<file path="src/rtl/seg_counter_display.sv">
// rtl/seg_counter_display.sv - binary/Johnson up/down counter driving registered active-low hex digits
// Optional leading-zero blanking: define SEG_COUNTER_DISPLAY_LZB_EN
module seg_counter_display #(
  parameter int WIDTH  = 8,
  parameter int DIGITS = 2
) (
  input  logic                  clk,
  input  logic                  rst,
  input  logic                  en,
  input  logic                  mode,
  input  logic                  up,
  input  logic                  load,
  input  logic [WIDTH-1:0]      load_val,
  output logic [WIDTH-1:0]      count,
  output logic                  tc,
  output logic [7*DIGITS-1:0]   segs
);

  localparam logic [6:0] SEG_ZERO  = 7'b1000000;
  localparam logic [6:0] SEG_BLANK = 7'b1111111;

  function automatic logic [6:0] hex7(input logic [3:0] n);
    case (n)
      4'h0: hex7 = 7'b1000000;
      4'h1: hex7 = 7'b1111001;
      4'h2: hex7 = 7'b0100100;
      4'h3: hex7 = 7'b0110000;
      4'h4: hex7 = 7'b0011001;
      4'h5: hex7 = 7'b0010010;
      4'h6: hex7 = 7'b0000010;
      4'h7: hex7 = 7'b1111000;
      4'h8: hex7 = 7'b0000000;
      4'h9: hex7 = 7'b0010000;
      4'hA: hex7 = 7'b0001000;
      4'hB: hex7 = 7'b0000011;
      4'hC: hex7 = 7'b1000110;
      4'hD: hex7 = 7'b0100001;
      4'hE: hex7 = 7'b0000110;
      default: hex7 = 7'b0001110;
    endcase
  endfunction

  logic [WIDTH-1:0]    step_val;
  logic                wrap;
  logic [4*DIGITS-1:0] padded;
  logic [7*DIGITS-1:0] segs_next;
  logic [7*DIGITS-1:0] segs_rst;

  always_comb begin
    step_val = count;
    wrap     = 1'b0;
    if (!mode) begin
      if (up) begin
        step_val = count + 1'b1;
        wrap     = &count;
      end else begin
        step_val = count - 1'b1;
        wrap     = ~|count;
      end
    end else begin
      if (up) step_val = {count[WIDTH-2:0], ~count[WIDTH-1]};
      else    step_val = {~count[0], count[WIDTH-1:1]};
      // A zero state can never shift into zero, so this flags only real arrivals.
      wrap = ~|step_val;
    end
  end

  always_comb begin
    logic seen;
    padded            = '0;
    padded[WIDTH-1:0] = count;
    segs_next         = '0;
    segs_rst          = '0;
    seen              = 1'b0;
    for (int k = DIGITS - 1; k >= 0; k--) begin
      seen = seen | (|padded[4*k +: 4]);
`ifdef SEG_COUNTER_DISPLAY_LZB_EN
      segs_next[7*k +: 7] = (seen || k == 0) ? hex7(padded[4*k +: 4]) : SEG_BLANK;
      segs_rst[7*k +: 7]  = (k == 0) ? SEG_ZERO : SEG_BLANK;
`else
      segs_next[7*k +: 7] = hex7(padded[4*k +: 4]);
      segs_rst[7*k +: 7]  = SEG_ZERO;
`endif
    end
  end

  always_ff @(posedge clk) begin
    if (rst) begin
      count <= '0;
      tc    <= 1'b0;
      segs  <= segs_rst;
    end else begin
      segs <= segs_next;
      if (load) begin
        count <= load_val;
        tc    <= 1'b0;
      end else if (en) begin
        count <= step_val;
        tc    <= wrap;
      end else begin
        tc <= 1'b0;
      end
    end
  end

endmodule

</file>
<file path="config.mk">
export PLATFORM = sky130hd
export DESIGN_NAME = seg_counter_display
export DESIGN_NICKNAME = d
export VERILOG_FILES = /design/src/rtl/seg_counter_display.sv
export SDC_FILE = /design/constraint.sdc
export NUM_CORES = 1
export LEC_CHECK = 0
export CAP_MARGIN = 15
export CORE_MARGIN = 1
export CORE_UTILIZATION = 51
export CTS_CLUSTER_SIZE = 16
export DETAILED_ROUTE_END_ITERATION = 10
export PLACE_DENSITY = 0.87
export SLEW_MARGIN = 5
export SYNTH_ARGS = -nofsm -noshare
export SYNTH_HDL_FRONTEND = slang
export SYNTH_SLANG_ARGS = --single-unit
</file>
<file path="constraint.sdc">
create_clock -name clk -period 3.67 [get_ports clk]
set_clock_uncertainty 0.2 [all_clocks]
set_input_delay 0.734 -clock clk [delete_from_list [all_inputs] [get_ports clk]]
set_output_delay 0.734 -clock clk [all_outputs]
set_load 0.03 [all_outputs]
</file>
==> results.py <==
metrics = {
    "status": {
        "status": "finished clean",
    },
    "synth": {
        "syn_nets": 250,
        "yosysUniqueCellTypes": 42,
        "synth.yosys.seq_area_share_pct": 26.9,
        "synth_adder_area_share_pct": 13.6,
        "syn_avg_cell_area_um2": 7.86,
        "ys_seq_elements": 23,
        "synthesis.area_um2": 1710,
        "yosys.area_share.simple_pct": 21.5,
        "post_synth_inst_count": 218,
        "synth_xor_area_share_pct": 1.53,
        "main_combinational_cell_family_by_area_after_synthesis": "compound AO/OA/AOI/OAI gates",
        "synth_compound_gate_area_share_pct": 26.4,
        "yosys-mux-area-fraction_pct": 3.14,
        "yosysWarningCount": 0,
    },
    "clock_tree": {
        "post_cts_buffers": 0,
        "cts.reportedPaths.clkPinSlew_ns": 0.14,
        "cts_resized": 0,
        "clock_tree.htree_level_count": 1,
        "cts.hold.buffers_added": 0,
        "clock_insertion_delay_worst_skew_ns": 0.31,
        "clkSinkCount": 23,
        "cts_tree": "yes",
        "tritoncts.num_buffers": 3,
        "cts.path.max_buffers": 2,
        "root_buffer": "sky130_fd_sc_hd__clkbuf_4",
    },
    "timing": {
        "slew_headroom_pct": 52.9,
        "clock.fmax_mhz": 350,
        "rsz0062_at_grt": "false",
        "timing_worst_slew_pin_value_ns": 0.706,
        "hold_violations": 0,
        "setup_viol": 0,
        "layout_min_cycle_time_ns": 2.86,
        "post-route-period-util_pct": 77.9,
        "timing_max_transition_violations_final": 0,
        "setup_total_negative_slack_ns": 0,
    },
    "placed_design": {
        "placedInstanceArea_um2": 2080,
        "io_buffers": 36,
        "dpl.hpwl_um": 2820,
        "gpl.final_weighted_congestion": 0.820,
    },
    "layout": {
        "drive_above_1_share_pct": 5.28,
        "final_nets": 279,
        "final_core_util_pct": 67.5,
        "antenna_cells": 0,
        "post-route-cell-area_um2": 2110,
        "layout-area-overhead-vs-synth_pct": 23.3,
    },
    "setup_path": {
        "startpoint_type": "flop",
        "timing_worst_setup_path_type": "flop to output port",
        "path_buf_inv": 1,
        "r2r_end": "count[4]",
        "critical_path_arrival_ns": 1.93,
        "worst_ep_required_time_ns": 2.74,
        "crit_chain": "clkdlybuf4s50_1",
        "critical_path.endpoint_type": "output port",
        "cpMaxStageDelayCell": "sky130_fd_sc_hd__clkdlybuf4s50_1",
        "worst_r2r_startpoint": "count[2]",
        "flop2flop_setup_slack_ns": 1.24,
        "critPathMaxStageDelay_ns": 0.81,
        "worstRegToRegCells": 5,
        "cp_top_family": "buffers and inverters",
        "path_max_fanout": 21,
    },
    "detailed_routing": {
        "drt_first_iter_violations": 56,
        "post_drt_via_cell_ratio": 5.69,
        "number_of_vias_in_the_routed_layout": 1651,
        "drc": 0,
        "first_pass_iters": 4,
        "antenna_violating_nets_post_route": 0,
        "routed_wire_length_per_instance_um": 13.5,
        "totalWireLength_um": 3910,
    },
    "min_path": {
        "hold_start": "count[0]",
        "hold_end": "count[0]",
        "hold_path.class": "flop to flop",
        "worst_hold_path.num_cells": 3,
    },
    "floorplan": {
        "fp.dieH_um": 60.0,
        "placement_rows": 20,
        "core_um2": 3130,
        "io_pins": 37,
        "die_w_um": 60.0,
        "die-area_um2": 3590,
        "floorplan.initialDensity_pct": 54.8,
    },
    "power": {
        "power.density_nw_per_um2": 325,
        "power_leakage_nw": 0.845,
        "irDropWorstVdd_mv": 0.155,
    },
    "global_route": {
        "globalRouteOverflowTotal": 0,
        "grt_util_all_layers_pct": 23.6,
        "global_route_wire_length_before_repair_um": 6460,
        "grt_start_max_net_pins": 22,
        "antenna_found_initial": 0,
        "via_count_of_the_first_global_routing_pass": 1437,
    },
    "flow_run": {
        "timing.max_cap.violations": 0,
    },
}
layer usage:
metal / share of wire [%] / up-vias / wire (um) / track usage, %
met5: 0 / - / 0 / 0
met4: 0.69 / 0 / 27 / 6.64
met3: 3.1 / 2 / 122 / 1.52
met2: 49 / 56 / 1920 / 39.2
met1: 47 / 750 / 1830 / 32.7
li1: - / 843 / - / -
cell usage in the layout (no fill, tap or decap), types with 4 or more instances in the layout:
cell type                         instances
sky130_fd_sc_hd__a211oi_1                 7
sky130_fd_sc_hd__a21oi_1                  9
sky130_fd_sc_hd__a311oi_1                 6
sky130_fd_sc_hd__buf_4                    4
sky130_fd_sc_hd__clkdlybuf4s50_1         36
sky130_fd_sc_hd__dfxtp_1                 23
sky130_fd_sc_hd__ha_1                    17
sky130_fd_sc_hd__inv_1                   11
sky130_fd_sc_hd__nand2_1                 23
sky130_fd_sc_hd__nand2b_1                 8
sky130_fd_sc_hd__nand3_1                  6
sky130_fd_sc_hd__nor2_1                  22
sky130_fd_sc_hd__nor2b_1                  7
sky130_fd_sc_hd__nor3_1                   9
sky130_fd_sc_hd__o211ai_1                 5
sky130_fd_sc_hd__o21ai_0                 11
report_power, final:
part           switching (mW)  internal, mW
Clock                  0.0786        0.0407
Combinational           0.151         0.119
Sequential             0.0262         0.270
worst max path at each step:
stage | start | end | slack, ns | cells past startpoint
after global placement | up | count[4] | 0.61 | 7
after detailed placement | up | count[4] | 0.52 | 7
final | count[6] | count[6] | 0.81 | 1
after global routing | count[6] | count[6] | 0.75 | 1
after CTS | count[6] | count[6] | 0.83 | 1
after floorplan | up | count[4] | 0.81 | 8
sequential cells by signal (all words and copies together) (netlist names):
register / flops
segs: 14
count: 8
tc: 1
cell usage after synthesis, drive strengths merged:
cell type	number	share of area (%)
o21ai	11	3.2
nand3	6	1.8
o21bai	2	0.88
xor2	2	1.0
o211ai	5	2.2
a21oi	9	2.6
a311oi	7	3.9
a221o	1	0.58
nor3b	1	0.44
o211a	1	0.58
a211oi	8	3.8
ha	17	12
dfxtp	23	27
buf	9	2.8
nor2b	7	2.6
a2bb2oi	2	1.0
nor3	9	2.6
o2111ai	2	1.0
o311ai	3	1.5
fa	1	1.2
a31oi	2	0.73
a211o	1	0.51
mux2	3	2.0
clkinv	1	0.22
xnor2	1	0.51
o31a	1	0.51
a22o	1	0.51
or3b	2	1.0
a21o	1	0.44
nand2	23	5.0
nand2b	8	2.9
and3	1	0.37
nor2	22	4.8
inv	11	2.4
mux2i	2	1.2
a32oi	2	1.0
a221oi	1	0.51
clkbuf	7	1.5
o22ai	2	0.73
kinds of logic after synthesis:
| family | Yosys count |
|---|---|
| buffers and inverters | 28 |
| adder cells (fa/ha/maj) | 18 |
| flip-flops | 23 |
| AND/OR/NAND/NOR | 79 |
| multiplexers | 5 |
| AO/OA/AOI/OAI | 62 |
| XOR/XNOR | 3 |
stage by stage:
stage	std cells	setup slack (ns)	total power, mW	hold WS, ns
2_1_floorplan	218	0.807	0.484	0.575
3_3_place_gp	286	0.605	0.562	0.529
3_5_place_dp	286	0.522	0.570	0.531
4_1_cts	290	0.827	0.686	0.556
5_1_grt	290	0.749	0.727	0.589
6_report	290	0.811	0.686	0.564
layout make-up:
cell class,instances,area [um^2]
Fill cell,267,1020
Clock buffer,3,22.5
Multi-Input combinational cell,167,1130
Clock inverter,1,5.00
Sequential cell,23,460
Inverter,12,45.0
Timing Repair Buffer,40,390
Tap cell,44,55.1
Power figures use the tool's default switching activity.
